### config.mk
export PLATFORM = sky130hd
export DESIGN_NAME = alu_sequencer
export DESIGN_NICKNAME = d
export VERILOG_FILES = /design/src/rtl/alu_sequencer.sv
export SDC_FILE = /design/constraint.sdc
export NUM_CORES = 1
export LEC_CHECK = 0
export CAP_MARGIN = 25
export CORE_ASPECT_RATIO = 1.4
export CORE_UTILIZATION = 51
export CTS_BUF_LIST = sky130_fd_sc_hd__clkbuf_8
export DETAILED_ROUTE_END_ITERATION = 10
export PLACE_DENSITY = 0.88
export REMOVE_ABC_BUFFERS = 1
export SLEW_MARGIN = 5
export SYNTH_ARGS = -nofsm -noshare
export SYNTH_HDL_FRONTEND = slang
export SYNTH_SLANG_ARGS = --single-unit
export TNS_END_PERCENT = 5
### constraint.sdc
create_clock -name clk -period 2.8 [get_ports clk]
set_clock_uncertainty 0.2 [all_clocks]
set_input_delay 0.56 -clock clk [delete_from_list [all_inputs] [get_ports clk]]
set_output_delay 0.56 -clock clk [all_outputs]
set_load 0.1 [all_outputs]
### src/rtl/alu_sequencer.sv
// Multi-cycle control sequencer for the 8-bit ALU datapath.
// Steps each accepted op through drive/latch/release phases; every output is a flop.
module alu_sequencer (
    input  logic       clk,
    input  logic       resetBar,
    input  logic       req_valid,
    output logic       req_ready,
    input  logic [2:0] req_op,
    input  logic [2:0] req_count,
    input  logic       aIsZero,
    output logic       doSubtract,
    output logic       doCarryIn,
    output logic       doShiftIn,
    output logic       assertBarE,
    output logic       assertBarS,
    output logic       triggerC,
    output logic       triggerS,
    output logic       loadA,
    output logic       busy,
    output logic       done,
    output logic       zero
);

    typedef enum logic [2:0] {
        S_IDLE,
        S_DRIVE,
        S_LATCH,
        S_RELEASE,
        S_DONE
    } state_t;

    localparam logic [2:0] OP_ADD = 3'd0;
    localparam logic [2:0] OP_ADC = 3'd1;
    localparam logic [2:0] OP_SUB = 3'd2;
    localparam logic [2:0] OP_SBC = 3'd3;
    localparam logic [2:0] OP_LSR = 3'd4;
    localparam logic [2:0] OP_ROR = 3'd5;
    localparam logic [2:0] OP_CMP = 3'd6;
    localparam logic [2:0] OP_TST = 3'd7;

    state_t     state_q, state_d;
    logic [2:0] op_q, op_d;
    logic [2:0] cnt_q, cnt_d;

    logic ready_q, ready_d;
    logic sub_q, sub_d;
    logic cin_q, cin_d;
    logic shin_q, shin_d;
    logic drv_e_n_q, drv_e_n_d;
    logic drv_s_n_q, drv_s_n_d;
    logic trig_c_q, trig_c_d;
    logic trig_s_q, trig_s_d;
    logic load_a_q, load_a_d;
    logic busy_q, busy_d;
    logic done_q, done_d;
    logic zero_q, zero_d;

    logic is_arith;
    logic is_shift;
    logic active;

    always_comb begin
        state_d = state_q;
        op_d    = op_q;
        cnt_d   = cnt_q;
        zero_d  = zero_q;

        unique case (state_q)
            S_IDLE: begin
                if (req_valid) begin
                    op_d    = req_op;
                    cnt_d   = (req_op == OP_LSR || req_op == OP_ROR) ? req_count : 3'd0;
                    state_d = (req_op == OP_TST) ? S_DONE : S_DRIVE;
                end
            end
            S_DRIVE:   state_d = S_LATCH;
            S_LATCH:   state_d = S_RELEASE;
            S_RELEASE: begin
                if (cnt_q != 3'd0) begin
                    cnt_d   = cnt_q - 3'd1;
                    state_d = S_DRIVE;
                end else begin
                    state_d = S_DONE;
                end
            end
            S_DONE:    state_d = S_IDLE;
            default:   state_d = S_IDLE;
        endcase

        // Outputs are decoded from the state being entered so they appear
        // registered for the whole of that state.
        is_arith = (op_d == OP_ADD) || (op_d == OP_ADC) || (op_d == OP_SUB) ||
                   (op_d == OP_SBC) || (op_d == OP_CMP);
        is_shift = (op_d == OP_LSR) || (op_d == OP_ROR);
        active   = (state_d == S_DRIVE) || (state_d == S_LATCH) || (state_d == S_RELEASE);

        drv_e_n_d = !(active && is_arith);
        drv_s_n_d = !(active && is_shift);
        sub_d     = active && ((op_d == OP_SUB) || (op_d == OP_SBC) || (op_d == OP_CMP));
        cin_d     = active && ((op_d == OP_ADC) || (op_d == OP_SBC));
        shin_d    = active && (op_d == OP_ROR);

        // Strobes only live in LATCH; the drive is still held through RELEASE
        // so the bus stays valid after their falling edge.
        load_a_d  = (state_d == S_LATCH) && (op_d != OP_CMP) && (is_arith || is_shift);
        trig_c_d  = (state_d == S_LATCH) && is_arith;
        trig_s_d  = (state_d == S_LATCH) && is_shift;

        ready_d   = (state_d == S_IDLE);
        busy_d    = (state_d != S_IDLE);
        done_d    = (state_d == S_DONE);
        if (state_d == S_DONE) zero_d = aIsZero;
    end

    always_ff @(posedge clk or negedge resetBar) begin
        if (!resetBar) begin
            state_q   <= S_IDLE;
            op_q      <= OP_ADD;
            cnt_q     <= 3'd0;
            ready_q   <= 1'b1;
            sub_q     <= 1'b0;
            cin_q     <= 1'b0;
            shin_q    <= 1'b0;
            drv_e_n_q <= 1'b1;
            drv_s_n_q <= 1'b1;
            trig_c_q  <= 1'b0;
            trig_s_q  <= 1'b0;
            load_a_q  <= 1'b0;
            busy_q    <= 1'b0;
            done_q    <= 1'b0;
            zero_q    <= 1'b0;
        end else begin
            state_q   <= state_d;
            op_q      <= op_d;
            cnt_q     <= cnt_d;
            ready_q   <= ready_d;
            sub_q     <= sub_d;
            cin_q     <= cin_d;
            shin_q    <= shin_d;
            drv_e_n_q <= drv_e_n_d;
            drv_s_n_q <= drv_s_n_d;
            trig_c_q  <= trig_c_d;
            trig_s_q  <= trig_s_d;
            load_a_q  <= load_a_d;
            busy_q    <= busy_d;
            done_q    <= done_d;
            zero_q    <= zero_d;
        end
    end

    assign req_ready  = ready_q;
    assign doSubtract = sub_q;
    assign doCarryIn  = cin_q;
    assign doShiftIn  = shin_q;
    assign assertBarE = drv_e_n_q;
    assign assertBarS = drv_s_n_q;
    assign triggerC   = trig_c_q;
    assign triggerS   = trig_s_q;
    assign loadA      = load_a_q;
    assign busy       = busy_q;
    assign done       = done_q;
    assign zero       = zero_q;

    // Both bus drivers enabled at once would short the data bus.
    a_no_contention: assert property (@(posedge clk) disable iff (!resetBar)
        !(!drv_e_n_q && !drv_s_n_q));

endmodule

# After elaboration in Yosys (flattened, before gate mapping)
# Index checks and enable logic that the tools add are counted.
[word_totals]
register_bits = 21
out_inout_bits = 12
word_cells = 75
[op_classes]
n_mux = 10
n_eq_ne = 19
n_reduce_logical = 30
add_sub_neg = 1
[op_table]
columns = ["operator", "n"]
rows = [
  ["$mux W3", 8],
  ["$eq A3 B3 Y1 const B", 7],
  ["$eq A3 B2 Y1 const B", 6],
  ["$logic_or A1 B1 Y1", 12],
  ["$pmux W3 S4", 1],
  ["$eq A3 B1 Y1 const B", 3],
  ["$logic_and A1 B1 Y1", 9],
  ["$logic_not A3 Y1", 3],
  ["$pmux W3 S2", 1],
  ["$reduce_bool A3 Y1", 2],
  ["$ne A2 B2 Y1 const B", 2],
  ["$ne A3 B3 Y1 const B", 1],
  ["$reduce_and A3 Y1", 1],
  ["$sub A3 B1 Y3 const B", 1],
  ["$logic_not A1 Y1", 2],
  ["$reduce_bool A2 Y1", 1],
]

# Logic depth before layout (Yosys ltp)
# Gate-level depths: netlist (run 1).
[logic_depth]
word_depth = 9
mapped_depth = 6

# Least setup slack after synthesis (run 1)
# No wires, ideal clock.
[synth_path]
path_type = "reg2reg"
from = "register state_q[2]"
to = "register zero_q, in the netlist zero"
slack_ps = 826
path_stages_with_launch = 6
required_ps = 2474
setup_time_ps = 126
synth_period_minus_slack_ps = 1974
arrival_time_ps = 1648
cell_sequence = "dfrtp_1 buf_6 or4b_4 buf_6 a2bb2o_4 mux2_4"
[synth_between]
elab_chain_cells = 3
[synth_rtl]
columns = ["item", "line_no", "source"]
rows = [
  ["start, declared", "41", "state_t state_q, state_d;"],
  ["start signal, assigned", "133", "state_q <= state_d;"],
  ["$eq A3 B2 Y1 (tied with other cells)", "68", "unique case (state_q)"],
  ["$pmux W3 S4 (*)", "68", ""],
  ["named net state_d[2]", "41", ""],
  ["$eq A3 B3 Y1 (*)", "112", "if (state_d == S_DONE) zero_d = aIsZero;"],
  ["end signal, assigned", "147", "zero_q <= zero_d;"],
  ["end, declared", "56", "logic zero_q, zero_d;"],
]
# Mark *: on every way through the listed nets, which the timed path passes. The rest lies on a longest branch.
# A chain may end at the register's enable or synchronous reset.

# Final worst setup path (run 1)
[layout_path]
from = "input port req_valid"
to = "register zero_q, in the netlist zero"
[layout_between]
elab_chain_cells = 3
[layout_rtl]
columns = ["item", "line_no", "source"]
rows = [
  ["start, declared", "6", "input logic req_valid,"],
  ["$mux W3", "70", "if (req_valid) begin"],
  ["$pmux W3 S4", "68", ""],
  ["named net state_d[2]", "41", ""],
  ["$eq A3 B3 Y1", "112", ""],
]
# The timed path passes the listed nets, and every way through them passes these cells.

==> results of run 1 <==
## worst register-to-register path: cells and delay by family (launching register included)
family | cells | cell delay [ps]
mux | 1 | 290
compound gates | 1 | 260
simple gates | 1 | 640
flops | 1 | 480
## stage by stage
step | worst slack, ps | cell area, um^2 | cells | utilization
finish | 574.0 | 1200 | 128 | 0.6744
global route | 551.9 | 1200 | 128 | 0.6744
CTS | 578.6 | 1200 | 128 | 0.6744
detailed placement | 302.1 | 1155 | 124 | 0.6491
global placement | 328.2 | 1155 | 124 | 0.6491
floorplan | 888.8 | 942.2 | 82 | -
## logic make-up after synthesis
kind of cell,Yosys count,synth area share
DFF,21,0.5416
buffers and inverters,8,0.05121
adders and majority gates,2,0.02560
xor gates and xnor gates,1,0.008965
muxes,3,0.03713
and+or+nand+nor,33,0.2010
AOI/OAI and AO/OA,18,0.1344
## worst paths after layout
| check | start | endpoint | slack, ps | cells after the start |
|---|---|---|---|---|
| worst max-delay path | req_valid | zero$_DFFE_PN0P_ | 570 | 4 |
| worst min-delay path | cnt_q[0]$_DFFE_PN0P_ | cnt_q[0]$_DFFE_PN0P_ | 260 | 1 |
| worst max register to register | state_q[2]$_DFF_PN0_ | zero$_DFFE_PN0P_ | 820 | 3 |
| worst min register to register | cnt_q[0]$_DFFE_PN0P_ | cnt_q[0]$_DFFE_PN0P_ | 260 | 1 |
| max in group asynchronous | resetBar | req_ready$_DFF_PN1_ | 1680 | 2 |
| min in group asynchronous | resetBar | doCarryIn$_DFF_PN0_ | 450 | 2 |
## cells in the final DEF (no fill, tap or decap), types with 2 or more instances in the layout
cell type | Yosys | final
dfstp_2 | 3 | 3
nand2b_1 | 2 | 2
dfrtp_1 | 18 | 18
a21oi_1 | 9 | 9
inv_1 | 4 | 5
or3_1 | 2 | 2
nand2_1 | 6 | 6
clkbuf_8 | 0 | 3
clkdlybuf4s50_1 | 0 | 9
buf_4 | 1 | 13
nor2_1 | 7 | 7
ha_1 | 2 | 2
nor3_1 | 2 | 2
or2_2 | 2 | 2
nand3_1 | 4 | 4
nor2b_1 | 3 | 3
## layer usage
metal / routed length (um) / vias to the layer above
li1: - / 344
met1: 701 / 361
met2: 904 / 24
met3: 91 / 4
met4: 30 / 0
met5: 0 / -
## cell type report
type                            count  area (um^2)
Clock buffer                        3        41.29
Multi-Input combinational cell     57        397.9
Timing Repair Buffer               22        187.7
Inverter                            4        15.01
Sequential cell                    21        529.3
Clock inverter                      1        3.754
Tap cell                           20        25.02
Fill cell                         127        579.3
==> impl_metrics.ini, run 1 <==
[clocking]
cts.sinks = 21
cts_tree = done
clk_latency_ps = 260
post_cts_buffers = 0
htreeDepth = 1
cts.reportedPaths.clkPinSlew_ps = 70
cts_made_buffers = 3
hold_buffers = 0
cts_root_buffer = clkbuf_8
clock_path_buffers = 2
cts.repair.resized = 0

[timing]
tightest_slew_ps = 465.9
max_freq_ghz = 0.4492
setup_tns_ps = 0
hold_violations = 0
rsz0062_at_grt = no
slew_headroom = 0.6881
report.final.slew_viol_count = 0
timing.final.crit_share = 0.7950
finalSetupViolations = 0
period_minus_slack_ps = 2226
fin_hold_ws_ps = 264.6

[die]
rows = 18
initial_utilization = 0.5492
coreArea_um2 = 1779
die_w_um = 39.00
die_area_um2 = 2098
die_h_um = 53.79
io_pins = 22

[placement]
portBuffers = 21
place_congestion = 0.7802
hpwl_um = 1327

[yosys]
ys_types = 34
yosysSeqAreaShare = 0.5416
ys_ff_latch = 21
synthTopCellsByCount = 18 x dfrtp_1, 9 x a21oi_1, 7 x nor2_1
synth_warnings = 0
ys_top_cells_by_area = dfrtp_1 46%, dfstp_2 8.1%, a21oi_1 4.6%
ys_async_sr_fraction = 1.000
syn-cell-area_um2 = 977.2
synth_top_area_share = 0.4609
synth_ff_type = dfrtp_1
yosys.area.top_type = dfrtp_1
synthMostInstantiatedCell = dfrtp_1
netlist_instances = 86
avgSynthCellArea_um2 = 11.36
synth_edf_count = 0

[grt]
gr-max-usage-layer = met2
gr-usage-met3 = 0.02893
use_met1 = 0.2082
grt_max_degree = 22
grt-ovfl-total = 0
grt_use_total = 0.1901
grt_pass1_vias = 620
antenna_found_initial = 0
grt_use_met2 = 0.3389
grt_pass1_wl_um = 2677

[hold_path]
worstHoldPathType = flip-flop to flip-flop

[detailed_routing]
initialDrtViolationCount = 7
drt_wl_total_um = 1728
wl_per_cell_um = 13.50
drc_errors = 0
first_pass_iters = 4
num_vias = 733
antenna_left = 0
via_per_inst = 5.727

[critical_path]
crit_buf_inv = 1
required_ps = 2750
path_cells = clkdlybuf4s50_1 > or4b_4 > a2bb2o_4 > mux2_4
cpMaxStageDelayCell = or4b_4
cp-end-kind = flip-flop
cp_top_family = simple AND/OR/NAND/NOR gates
critical_path.max_stage_delay_ps = 540
path_class = primary input to flip-flop
cp_max_fo = 9
startpoint_type = primary input
cp.arrival_ps = 2170

[finish]
nets = 121
largestRegisters = cnt_q x3, op_q x3, state_q x3
num_antenna_cells = 0
drive_gt1_frac = 0.2500
area_growth_pct = 22.79

[job]
cap_violations = 0

[status]
outcome = finished clean
Power of run 1 is left out: the tool's default activity adds up to more than one toggle a clock period on the data nets, which glitch-free logic cannot reach.
==> run 2, diff against run 1 <==
Settings changed: CORE_UTILIZATION 51 to 46, PLACE_DENSITY 0.88 to 0.84.
Clock period 2.8 ns to 2 ns, I/O delays scaled along.
==> run 2 against run 1 <==
Effect of this change:
- sequential share of layout area fell by 7.8 points
- non-clock buffer count is 14 higher
- routed wire length up 26%
- worst setup slack got worse by 520 ps
- final cell count rose by 12%
- critical path depth increased by 2
- global-route usage increased by 4.8 points
- final area increased by 22%
- register-to-register slack worse by 680 ps
- die area up 10%
- flip-flop and latch count unchanged
==> impl_metrics.ini, run 2 (synthesis gave the netlist of run 1 again) <==
[detailed_routing]
antenna_left = 0
initialDrtViolationCount = 26
first_pass_iters = 5
num_vias = 799
via_per_inst = 5.587
drt_wl_total_um = 2175
wl_per_cell_um = 15.21
drc_errors = 0

[critical_path]
cpMaxStageDelayCell = clkdlybuf4s50_1
critical_path.max_stage_delay_ps = 480
endpoint = doSubtract$_DFF_PN0_
worstSetupStartpoint = req_valid
startpoint_type = primary input
cp.arrival_ps = 1900
cp_top_family = buffers and inverters
path_class = primary input to flip-flop
cp-end-kind = flip-flop
cp_max_fo = 6
required_ps = 1960
path_cells = clkdlybuf4s50_1 > buf_4 > nor4b_4 > mux2_2 > nand3_1 > nor2_1
regToRegEndpoint = doSubtract$_DFF_PN0_
crit_buf_inv = 2
worstRegToRegCells = 5
critical_path_depth = 6
r2r_start = state_q[2]$_DFF_PN0_
rrSetupSlack_ps = 140

[finish]
num_antenna_cells = 0
nets = 135
drive_gt1_frac = 0.3443
area_growth_pct = 49.30
final_cell_mix = 18 x dfrtp_1, 15 x buf_4, 12 x buf_12
final_common_cell = dfrtp_1
largestRegisters = cnt_q x3, op_q x3, state_q x3
fin_util = 0.7394

[grt]
grt_pass1_vias = 820
grt-ovfl-total = 0
grt_pass1_wl_um = 3519
grt_max_degree = 22
antenna_found_initial = 0
grt_use_total = 0.2381

[hold_path]
worstHoldPathType = primary input to asynchronous set/reset pin

[timing]
max_freq_ghz = 0.5151
tightest_slew_ps = 441.1
timing.final.crit_share = 0.9708
hold_violations = 0
fin_hold_ws_ps = 259.9
period_minus_slack_ps = 1942
slew_headroom = 0.7047
report.final.slew_viol_count = 0
finalSetupViolations = 0
rsz0062_at_grt = yes

[die]
die_w_um = 40.96
die_area_um2 = 2315
io_pins = 22
die_h_um = 56.54
coreArea_um2 = 1973
rows = 19
initial_utilization = 0.4952

[placement]
hpwl_um = 1648
portBuffers = 21
place_congestion = 0.8270

[clocking]
cts_made_buffers = 3
cts.sinks = 21
clock_path_buffers = 2
htreeDepth = 1
cts_root_buffer = clkbuf_8
cts.repair.resized = 0
cts.reportedPaths.clkPinSlew_ps = 80
clk_latency_ps = 270
post_cts_buffers = 0
cts_tree = done
hold_buffers = 0

[job]
cap_violations = 0

[status]
outcome = finished clean
[run 2: cell count changes in the layout (fill, tap and decap cells not counted)]
cell     change
buf_4        +2
nor2b_1      -1
buf_12      +12
nor2b_2      +1
[run 2: how the worst min path moves through the flow]
stage | slack, ps | end | cells after the start
floorplan | -100 | busy$_DFF_PN0_ | 0
global placement | 250 | cnt_q[0]$_DFFE_PN0P_ | 1
detailed placement | 260 | cnt_q[0]$_DFFE_PN0P_ | 1
CTS | 270 | busy$_DFF_PN0_ | 2
global route | 290 | busy$_DFF_PN0_ | 2
finish | 260 | busy$_DFF_PN0_ | 2
[run 2: routing by layer]
metal  share of wire  track usage  wire, um
met5               0            0         0
met4           0.038       0.1714        82
met3           0.049      0.04743       107
met2            0.53       0.3795      1158
met1            0.38       0.2553       826
[run 2: worst register-to-register path: stages, from the launching register on]
cell and delay (ps):
dfrtp_1 400, buf_4 170, nor4b_4 470, mux2_2 400
nand3_1 70, nor2_1 50
[run 2: area by class of cell]
class | count | area (um^2)
clock buffer | 3 | 41.29
clock inverter | 1 | 3.754
fill | 133 | 514.2
inverter | 4 | 15.01
multi-input combinational | 57 | 400.4
sequential | 21 | 529.3
tap | 21 | 26.28
timing repair buffer | 36 | 442.9
[run 2: per-stage QoR]
stage	setup WS, ps	area (um^2)	setup TNS (ps)	cells
after detailed placement	-214.0	1411	-2490	139
after global placement	-176.1	1411	-1389	139
after global routing	-9.072	1459	-9.072	143
after CTS	63.52	1456	0	143
after floorplan	96.65	942.2	0	82
final	58.45	1459	0	143
Power of run 2 is left out for the same reason.
==> run 3, diff against run 2 <==
Settings changed: CORE_UTILIZATION 46 to 51, PLACE_DENSITY 0.84 to 0.83.
Clock period 2 ns to 1.9 ns, I/O delays scaled along.
==> run 3 against run 2 <==
Effect of this change:
- final cell count grew 1.4%
- register-to-register slack lost 99 ps
- largest cell class unchanged
- die area shrank 9.4%
- flip-flop and latch count is the same
- utilization grew 10 points
- first-iteration DRC count grew 65%
- critical endpoint is now zero$_DFFE_PN0P_
- worst setup slack lost 17 ps
- routed wire length grew 0.32%
- critical path depth shrank 3
==> impl_metrics.ini, run 3 (synthesis gave the netlist of run 1 again) <==
[timing]
tightest_slew_ps = 359.5
timing.final.crit_share = 0.9783
finalSetupViolations = 0
hold_violations = 0
rsz0062_at_grt = no
period_minus_slack_ps = 1859
max_freq_ghz = 0.5380
report.final.slew_viol_count = 0
slew_headroom = 0.7593

[clocking]
clock_path_buffers = 2
htreeDepth = 1
cts_tree = done
cts.reportedPaths.clkPinSlew_ps = 70
cts.sinks = 21
cts_made_buffers = 3
clk_latency_ps = 260
cts_root_buffer = clkbuf_8

[die]
io_pins = 22
die_area_um2 = 2098
die_w_um = 39.00
coreArea_um2 = 1779
die_h_um = 53.79
rows = 18
initial_utilization = 0.5492

[critical_path]
cpMaxStageDelayCell = or4b_4
path_class = flip-flop to flip-flop
worstRegToRegCells = 3
cp_top_family = simple AND/OR/NAND/NOR gates
critical_path_depth = 3
path_cells = or4b_4 > a2bb2o_4 > mux2_4
cp-end-kind = flip-flop
cp.arrival_ps = 1800
critical_path.max_stage_delay_ps = 570
crit_buf_inv = 0
cp_max_fo = 3
required_ps = 1850
startpoint_type = flip-flop

[detailed_routing]
initialDrtViolationCount = 43
num_vias = 809
wl_per_cell_um = 15.05
drt_wl_total_um = 2182
first_pass_iters = 4
drc_errors = 0
antenna_left = 0
via_per_inst = 5.579

[grt]
gr-max-usage-layer = met2
grt_use_total = 0.2532
grt_pass1_vias = 766
gr-usage-met3 = 0.01240
antenna_found_initial = 0
use_met1 = 0.2822
grt_use_met2 = 0.4694
grt-ovfl-total = 0
grt_max_degree = 22
grt_pass1_wl_um = 3484

[finish]
num_antenna_cells = 0
final_common_cell = dfrtp_1
largestRegisters = cnt_q x3, op_q x3, state_q x3
finalNonFillerCells = 145
area_growth_pct = 52.75
final_cell_mix = 18 x dfrtp_1, 17 x buf_4, 12 x buf_12
nets = 138
drive_gt1_frac = 0.3760

[placement]
placed_cells = 140
place_congestion = 0.8268
hpwl_um = 1576
portBuffers = 21

[hold_path]
worstHoldPathType = primary input to asynchronous set/reset pin

[status]
outcome = finished clean

[job]
cap_violations = 0
==> run 3: worst paths after layout <==
check	slack [ps]	endpoint	startpoint
worst max-delay path	40	zero$_DFFE_PN0P_	state_q[1]$_DFF_PN0_
worst min-delay path	260	doSubtract$_DFF_PN0_	resetBar
worst max register to register	40	zero$_DFFE_PN0P_	state_q[1]$_DFF_PN0_
worst min register to register	280	cnt_q[0]$_DFFE_PN0P_	cnt_q[0]$_DFFE_PN0P_
max in group asynchronous	970	assertBarS$_DFF_PN1_	resetBar
min in group clk	280	cnt_q[0]$_DFFE_PN0P_	cnt_q[0]$_DFFE_PN0P_
==> run 3: cell type report <==
class	instances	area [um^2]
clock inverter	1	5.005
fill	84	286.5
clock buffer	3	41.29
timing repair buffer	39	467.9
tap	20	25.02
inverter	4	15.01
multi-input combinational	57	409.1
sequential	21	529.3
==> run 3: worst reg2reg max path, stage by stage (launching register included) <==
cell and delay (ps):
dfrtp_1 440, or4b_4 570, a2bb2o_4 250, mux2_4 290
==> run 3: per-layer routing <==
layer,part of all wire,vias to the layer above
met3,0.053,4
met4,0.011,0
met1,0.38,381
met5,0,-
li1,-,381
met2,0.56,43
==> run 3: repair_timing <==
action / CTS / global route
setup buffers: 1 / 0
pin swaps: 3 / 2
endpoints found under the setup margin: 7 / 5
resized for setup: 3 / 2
hold buffers: 0 / 0
==> run 3: through the flow <==
step	area (um^2)	worst slack, ps	setup TNS (ps)	hold slack, ps	utilization
after global routing	1493	3.490	0	284.0	0.8390
final	1493	41.25	0	261.7	0.8390
after global placement	1425	-257.6	-2866	249.8	0.8010
after CTS	1484	10.37	0	271.6	0.8340
after floorplan	942.2	-3.351	-3.351	-115.6	-
after detailed placement	1425	-318.1	-3830	258.2	0.8010
Power of run 3 is left out for the same reason.
